`src/rtl/mips_pkg.sv`:
```
// Shared encodings for the MEM-stage load/store controller: access sizes,
// EX/MEM control bit positions and controller states.
package mips_pkg;

    localparam logic [1:0] SZ_BYTE = 2'b00;
    localparam logic [1:0] SZ_HALF = 2'b01;
    localparam logic [1:0] SZ_WORD = 2'b10;

    localparam int MEM_READ  = 1;
    localparam int MEM_WRITE = 0;

    typedef enum logic [1:0] {IDLE, WAIT, DONE} state_t;

endpackage

```
`src/rtl/load_align.sv`:
```
// Load lane selection: picks the byte/half addressed by addr out of a
// little-endian read word and sign- or zero-extends it to 32 bits.
module load_align
    import mips_pkg::*;
(
    input  logic [31:0] rdata,
    input  logic [1:0]  addr,
    input  logic [1:0]  size,
    input  logic        zext,
    output logic [31:0] result
);

    logic [7:0]  byte_lane;
    logic [15:0] half_lane;

    always_comb begin
        case (addr)
            2'd0:    byte_lane = rdata[7:0];
            2'd1:    byte_lane = rdata[15:8];
            2'd2:    byte_lane = rdata[23:16];
            default: byte_lane = rdata[31:24];
        endcase
        half_lane = addr[1] ? rdata[31:16] : rdata[15:0];

        case (size)
            SZ_BYTE: result = {{24{~zext & byte_lane[7]}}, byte_lane};
            SZ_HALF: result = {{16{~zext & half_lane[15]}}, half_lane};
            default: result = rdata;
        endcase
    end

endmodule

```
`src/rtl/mem_access_unit.sv`:
```
// MEM-stage load/store controller: issues req/ack accesses to a variable-latency
// data memory, stalls upstream while in flight and feeds the MEM/WB register.
module mem_access_unit
    import mips_pkg::*;
#(
    parameter int TIMEOUT = 255,
    parameter int TO_W    = 8
) (
    input  logic        clk,
    input  logic        rst,
    input  logic        valid_in,
    input  logic [1:0]  M_in,
    input  logic [1:0]  WB_in,
    input  logic [1:0]  size_in,
    input  logic        unsigned_in,
    input  logic [31:0] alu_in,
    input  logic [31:0] wdata_in,
    input  logic [4:0]  rd_in,
    output logic        mem_req,
    output logic        mem_we,
    output logic [31:0] mem_addr,
    output logic [31:0] mem_wdata,
    output logic [3:0]  mem_be,
    input  logic        mem_ack,
    input  logic [31:0] mem_rdata,
    output logic        stall_out,
    output logic        valid_out,
    output logic [1:0]  WB_out,
    output logic [31:0] sum_out,
    output logic [31:0] mem_data_out,
    output logic [4:0]  rd_out,
    output logic        misalign_err,
    output logic        bus_err
);

    localparam logic [TO_W-1:0] TO_LIMIT = TO_W'(TIMEOUT);

    state_t            state, state_nxt;
    logic [TO_W-1:0]   to_cnt;
    logic [1:0]        wb_h, size_h;
    logic [31:0]       alu_h, result_h, aligned;
    logic [4:0]        rd_h;
    logic              zext_h, we_h, err_h;
    logic              is_mem, is_store, misalign, timed_out;
    logic [31:0]       store_wdata;
    logic [3:0]        store_be;

    assign is_mem    = valid_in & (M_in[MEM_READ] | M_in[MEM_WRITE]);
    assign is_store  = M_in[MEM_WRITE];
    assign misalign  = (size_in[1] & (alu_in[1:0] != 2'b00)) |
                       ((size_in == SZ_HALF) & alu_in[0]);
    assign timed_out = (to_cnt == TO_LIMIT);

    always_comb begin
        case (size_in)
            SZ_BYTE: begin
                store_wdata = {4{wdata_in[7:0]}};
                store_be    = 4'b0001 << alu_in[1:0];
            end
            SZ_HALF: begin
                store_wdata = {2{wdata_in[15:0]}};
                store_be    = alu_in[1] ? 4'b1100 : 4'b0011;
            end
            default: begin
                store_wdata = wdata_in;
                store_be    = 4'b1111;
            end
        endcase
    end

    load_align u_load_align (
        .rdata  (mem_rdata),
        .addr   (alu_h[1:0]),
        .size   (size_h),
        .zext   (zext_h),
        .result (aligned)
    );

    always_ff @(posedge clk or negedge rst) begin
        if (!rst) state <= IDLE;
        else      state <= state_nxt;
    end

    // Outputs are forced to zero while reset is held, even in IDLE passthrough.
    always_comb begin
        state_nxt    = state;
        stall_out    = 1'b0;
        valid_out    = 1'b0;
        WB_out       = 2'b00;
        sum_out      = 32'd0;
        rd_out       = 5'd0;
        mem_data_out = 32'd0;
        misalign_err = 1'b0;
        bus_err      = 1'b0;
        if (rst) begin
            case (state)
                IDLE: begin
                    valid_out = valid_in;
                    WB_out    = WB_in;
                    sum_out   = alu_in;
                    rd_out    = rd_in;
                    if (is_mem && misalign) begin
                        WB_out       = 2'b00;
                        misalign_err = 1'b1;
                    end else if (is_mem) begin
                        stall_out = 1'b1;
                        valid_out = 1'b0;
                        state_nxt = WAIT;
                    end
                end
                WAIT: begin
                    stall_out = 1'b1;
                    if (mem_ack || timed_out) state_nxt = DONE;
                end
                DONE: begin
                    valid_out    = 1'b1;
                    WB_out       = err_h ? 2'b00 : wb_h;
                    sum_out      = alu_h;
                    rd_out       = rd_h;
                    mem_data_out = result_h;
                    bus_err      = err_h;
                    state_nxt    = IDLE;
                end
                default: state_nxt = IDLE;
            endcase
        end
    end

    // Issue captures the access; WAIT tracks ack/timeout; DONE just presents.
    always_ff @(posedge clk or negedge rst) begin
        if (!rst) begin
            to_cnt    <= '0;
            wb_h      <= 2'b00;
            size_h    <= 2'b00;
            alu_h     <= 32'd0;
            rd_h      <= 5'd0;
            zext_h    <= 1'b0;
            we_h      <= 1'b0;
            err_h     <= 1'b0;
            result_h  <= 32'd0;
            mem_req   <= 1'b0;
            mem_we    <= 1'b0;
            mem_addr  <= 32'd0;
            mem_wdata <= 32'd0;
            mem_be    <= 4'b0000;
        end else begin
            case (state)
                IDLE: if (is_mem && !misalign) begin
                    wb_h      <= WB_in;
                    size_h    <= size_in;
                    alu_h     <= alu_in;
                    rd_h      <= rd_in;
                    zext_h    <= unsigned_in;
                    we_h      <= is_store;
                    err_h     <= 1'b0;
                    result_h  <= 32'd0;
                    to_cnt    <= '0;
                    mem_req   <= 1'b1;
                    mem_we    <= is_store;
                    mem_addr  <= {alu_in[31:2], 2'b00};
                    mem_wdata <= is_store ? store_wdata : 32'd0;
                    mem_be    <= is_store ? store_be : 4'b1111;
                end
                WAIT: begin
                    if (mem_ack) begin
                        mem_req  <= 1'b0;
                        result_h <= we_h ? 32'd0 : aligned;
                    end else if (timed_out) begin
                        mem_req <= 1'b0;
                        err_h   <= 1'b1;
                    end else begin
                        to_cnt <= to_cnt + 1'b1;
                    end
                end
                default: ;
            endcase
        end
    end

endmodule

```
`config.mk`:
```
export PLATFORM = sky130hd
export DESIGN_NAME = mem_access_unit
export DESIGN_NICKNAME = d
export VERILOG_FILES = /design/src/rtl/mips_pkg.sv /design/src/rtl/load_align.sv /design/src/rtl/mem_access_unit.sv
export SDC_FILE = /design/constraint.sdc
export NUM_CORES = 1
export LEC_CHECK = 0
export BUFFER_PORTS_ARGS = -buffer_cell sky130_fd_sc_hd__buf_4
export CAP_MARGIN = 20
export CORE_MARGIN = 1.5
export CORE_UTILIZATION = 49
export DETAILED_ROUTE_END_ITERATION = 7
export PLACE_DENSITY = 0.8
export SLEW_MARGIN = 30
export SYNTH_ARGS = -nofsm -noshare
export SYNTH_HDL_FRONTEND = slang
export SYNTH_SLANG_ARGS = --single-unit
```
`constraint.sdc`:
```
create_clock -name clk -period 2.5 [get_ports clk]
set_clock_uncertainty 0.15 [all_clocks]
set_input_delay 0.5 -clock clk [delete_from_list [all_inputs] [get_ports clk]]
set_output_delay 0.5 -clock clk [all_outputs]
set_load 0.005 [all_outputs]
```
## Yosys cells after proc, flatten, opt, wreduce, memory -nomap -nowiden

Cells that the tools add are included.

| word-level totals | value |
|---|---|
| flip-flop bits (word level) | 153 |
| latch bits | 0 |
| memory bits (writable) | 0 |
| ROM bits | 0 |
| input port bits | 112 |
| output and inout bits | 145 |
| logic and storage cells | 107 |
| memories | 0 |

| operators by class | value |
|---|---|
| add/sub/neg operators | 1 |
| multiply operators | 0 |
| divide/modulo/power cells | 0 |
| $lt $le $gt $ge | 0 |
| equality and inequality tests | 16 |
| shifts and indexed selects | 1 |
| multiplexer cells | 51 |
| bitwise logic cells | 8 |
| reductions and logical operators | 16 |

Operators with widths:

| cell | count |
|---|---|
| $pmux 32 s2 | 4 |
| $mux 32 | 7 |
| $mux 8 | 3 |
| $pmux 8 s3 | 1 |
| $mux 1 | 17 |
| $mux 16 | 1 |
| $ne 2x2->1 const B | 8 |
| $pmux 8 s2 | 1 |
| $mux 2 | 6 |
| $reduce_and 4->1 | 3 |
| $pmux 5 s2 | 1 |
| $add 8x1->8 const B | 1 |
| $eq 2x1->1 const B | 4 |
| $eq 8x8->1 const B | 1 |
| $logic_not 2->1 | 4 |
| $mux 4 | 2 |
| $pmux 1 s2 | 4 |
| $pmux 2 s2 | 2 |
| $pmux 4 s2 | 1 |
| $reduce_and 3->1 | 2 |
| $and 1x1->1 | 5 |
| $mux 5 | 1 |
| $eq 2x2->1 const B | 2 |
| $reduce_bool 2->1 | 2 |
| 8 further kinds | 10 |

## Longest topological paths before layout

| depth | value |
|---|---|
| word-level depth | 7 |
| gate-level depth with buffers | 7 |
| mapped depth without buffers | 5 |

## Hierarchy

From an unflattened synthesis, not the netlist that was laid out.

| second synthesis, totals | value |
|---|---|
| cell total of the unflattened synthesis | 816 |
| area total of the unflattened synthesis | 7196.9 µm² |

By module, submodules not included:

| module | instances | cells an instance | area an instance (µm²) | sequential area each (µm²) |
|---|---|---|---|---|
| mem_access_unit | 1 | 701 | 6351.1 | 3078.0 |
| load_align | 1 | 115 | 845.8 | 0.0 |

## Least setup slack after synthesis

OpenSTA, ideal clock, no wires.

| timing | value |
|---|---|
| path type | input -> output |
| from | input port size_in[1] |
| to | output port WB_out[0] |
| arrival | 1.564 ns |
| data required time | 1.850 ns |
| slack | 0.286 ns |
| stages | 6 |
| path buffers | 2 |
| path through | buf_4 nor2_1 buf_2 or3b_1 a32oi_1 nor2b_1 |

| on the way | value |
|---|---|
| word-level cells in the longest chain between the ends | 7 |
| elaborated cells between the ends (all ways) | 8 |
| classes of those cells | eq/ne (1); mux (3); bitwise (3); reduce/logical (1) |

RTL lines:

| item | line | source |
|---|---|---|
| start: declaration | mem_access_unit.sv:14 | `input logic [1:0] size_in,` |
| $eq 2x1->1 | mem_access_unit.sv:51 | `((size_in == SZ_HALF) & alu_in[0]);` |
| $and 1x1->1 | mem_access_unit.sv:51 |  |
| $or 1x1->1 * | mem_access_unit.sv:50 | `assign misalign = (size_in[1] & (alu_in[1:0] != 2'b00)) \|` |
| $logic_and 1x1->1 * | mem_access_unit.sv:102 | `if (is_mem && misalign) begin` |
| $mux 2 * | mem_access_unit.sv:102 |  |
| $pmux 2 s2 * | mem_access_unit.sv:96 | `case (state)` |
| $mux 2 * | mem_access_unit.sv:95 | `if (rst) begin` |
| end: declaration | mem_access_unit.sv:28 | `output logic [1:0] WB_out,` |

Mark *: on every way between the ends. The rest lies on a longest branch, timed or not.

## Final worst setup path

| timing | value |
|---|---|
| from | register state[0] |
| to | output port sum_out[14] |

| on the way | value |
|---|---|
| word-level cells in the longest chain between the ends | 3 |
| elaborated cells between the ends (all ways) | 4 |
| classes of those cells | eq/ne (1); mux (2); reduce/logical (1) |

RTL lines:

| item | line | source |
|---|---|---|
| start: declaration | mem_access_unit.sv:38 | `state_t state, state_nxt;` |
| start signal: assignment | mem_access_unit.sv:81 | `else state <= state_nxt;` |
| $eq 2x2->1 or $logic_not 2->1 (tied branches) | mem_access_unit.sv:96 |  |
| $pmux 32 s2 * | mem_access_unit.sv:96 |  |
| $mux 32 * | mem_access_unit.sv:95 |  |
| end: declaration | mem_access_unit.sv:29 | `output logic [31:0] sum_out,` |

Marks and branches as above.

==> metrics.txt <==
TNS Setup 0 ns; GR Util met3 0.07547; GRT overflow 0; layout cells sized above 1 0.3616; Worst VDD drop roughly 0.45 mV; Layout Nets around 1100; GR Util met2 0.4343; Post-synth EDFFs 0; ANT nets after route 0; Boundary Pins between 200 and 300; die area 0.01446 mm2; CP max-delay cell dfrtp_1; Die Y roughly 120 um; YS warnings 0; worst slew pin tran roughly 0.71 ns; Place WS approximately 0.21 ns; port buffer count around 250; CTS Buf Count 17; Mapped Area just under 0.007 mm2; Setup CP Type register to output pin; mean number of vias per cell about 5.5; Detailed Place HPWL roughly 14 mm; Slew HR 0.5242; sequential share of the synthesized area 0.4569; f_max between 400 and 500 MHz; DR DRC count 0; Max Slew Vio Count 0; leading register cell type out of synthesis dfrtp_1; Worst Hold Class primary input to asynchronous set/reset pin; initial antenna violation count 0; GRT busiest layer met2; slowest stage delay, CP roughly 0.38 ns; Pre-Repair DR Iteration Count 6; first-pass GRT wire length ~31 mm; RePlAce Congestion roughly 0.81; average size of a mapped cell about 9 um2; vias in the first global route slightly below 6000; commonest non-fill, non-tap cells in the layout buf_4 (273), nand2_1 (202), dfrtp_1 (123); R2R Path Start state[1]$_DFFE_PN0P_; crit path launch type register; DRT Wirelength about 19 mm; Chip Width 120.3 um; worst-path fanout max 17; Async SR Flop Fraction 1.000; # diodes 0; core area roughly 0.013 mm2; largest net degree at the start of global routing between 70 and 80; GR Util All Layers 0.2706; Distinct cells, synth 53; worst-skew pair later-pin latency a little over 0.4 ns; H-tree Lvls 4; FF+latch count, synth approximately 120; Area growth, synth to finish 35.61%; power density cells roughly 1000 mW/mm2; grt met1 use 0.3572; Avg WL per Cell 17.11 um; CP dominant cell by count buf_4; Initial Utilization 0.5047; critical path arrival around 1.8 ns; commonest non-fill, non-tap cell in the layout buf_4; Final period util 0.9671; final setup margin approximately 0.08 ns; crit-path cells buf_4 -> nor2_2 -> and2_4 -> buf_4 -> a22o_1 -> buf_4; static leakage about 0.0047 uW; Initial DRC Count roughly 470; clock root cell clkbuf_16; vias roughly 6200; Final setup viols 0; row count 42; Worst Setup End Kind output pin; max-cap viol count 0; status complete, no violations; CTS tree done; Top delay family on crit path buffers and inverters; RSZ-0062 raised after global routing false; buffer depth of the longest clock path 2; Final Critical Period about 2.4 ns; Worst Path Required 1.85 ns; Final Hold Vio Count 0; post-synthesis cell count roughly 730; clock tree sinks between 100 and 150; Crit. Startpoint state[0]$_DFFE_PN0P_; clock-pin slew on the worst setup and hold paths 0.05 ns; worst path bufs/invs 3
[Yosys cell counts (all sizes together) (2+ instances only)]
cell type  number  area share
nand2         203        0.11
nor2           12      0.0071
dfrtp         123        0.46
or2b            4      0.0045
o21a            3      0.0033
a32oi           2      0.0026
nand3          27       0.020
nor3b           2      0.0030
o22ai           2      0.0019
mux2i          19       0.028
a21oi          19       0.017
a32o            8       0.012
a22o           39       0.051
and2           35       0.033
or4             3      0.0033
clkbuf         20       0.011
o211ai          4      0.0052
buf            69       0.067
o21ai          37       0.028
nor2b          14       0.013
mux2           24       0.041
nand2b         13       0.012
or3             2      0.0019
a221o          16       0.025
o211a           2      0.0030
o2bb2ai         7      0.0091
a31oi           3      0.0028
inv             5      0.0028
o31ai           6      0.0067
[logic make-up (layout without fill, tap and decap cells)]
family | Yosys count | in the layout | share of synthesized area
buffers and inverters | 94 | 313 | 0.08135
AND/OR/NAND/NOR | 320 | 320 | 0.2162
adder cells (fa/ha/maj) | 1 | 1 | 0.001857
multiplexers | 43 | 43 | 0.06891
other | 1 | 2 | 0.0005567
AO/OA/AOI/OAI | 152 | 152 | 0.1742
flip-flops | 123 | 123 | 0.4569
[state kept, by name (all words and copies together) (netlist names)]
register	count
mem_be	4
err_h	1
alu_h	32
to_cnt	8
wb_h	2
state	2
size_h	2
rd_h	5
result_h	32
mem_wdata	32
zext_h	1
we_h	1
mem_req	1
[path summary, 6_finish.rpt]
kind | slack [ns] | cells past startpoint | end
worst min-delay path | 0.08 | 2 | rd_h[1]$_DFFE_PN0P_
worst max-delay path | 0.08 | 6 | sum_out[14]
max in group asynchronous | 1.57 | 2 | result_h[10]$_DFFE_PN0P_
worst max register to register | 0.41 | 4 | result_h[17]$_DFFE_PN0P_
worst min register to register | 0.31 | 2 | mem_wdata[14]$_DFFE_PN0P_
min in group clk | 0.13 | 3 | zext_h$_DFFE_PN0P_
[through the flow]
step	total power (uW)	cell area, um2	utilization	hold WS [ns]	cells
floorplan	5475	6740	-	0.05441	735
global placement	6809	8581	0.6429	0.3024	1099
detailed placement	6925	8581	0.6429	0.3068	1099
CTS	9150	9105	0.6821	0.1193	1129
global route	9729	9135	0.6844	0.1314	1130
finish	9130	9135	0.6844	0.08187	1130
[layout make-up]
class | count | area [um2]
clock buffers | 28 | 506.7
clock inverters | 2 | 10.01
fillers | 1115 | 4213
inverters | 5 | 18.77
multi-input cells | 518 | 3153
flip-flops and latches | 123 | 3078
well taps | 176 | 220.2
repair buffers | 278 | 2148
[metal layers]
layer | vias up | wire (um)
li1 | 2928 | -
met2 | 265 | 9189
met1 | 2965 | 8309
met4 | 0 | 336
met5 | - | 0
met3 | 29 | 1498
[power breakdown]
part           switching [uW]  internal, uW
registers                 677          2810
clock network             822          1360
logic                    1620          1850
total                    3120          6020
[what timing repair did]
action | 4_1_cts | 5_1_grt
setup buffers | 0 | 1
hold buffers | 0 | 0
pin swaps | 0 | 1
resized for setup | 2 | 4
setup endpoints to repair | 57 | 59
Power figures use the tool's default switching activity.
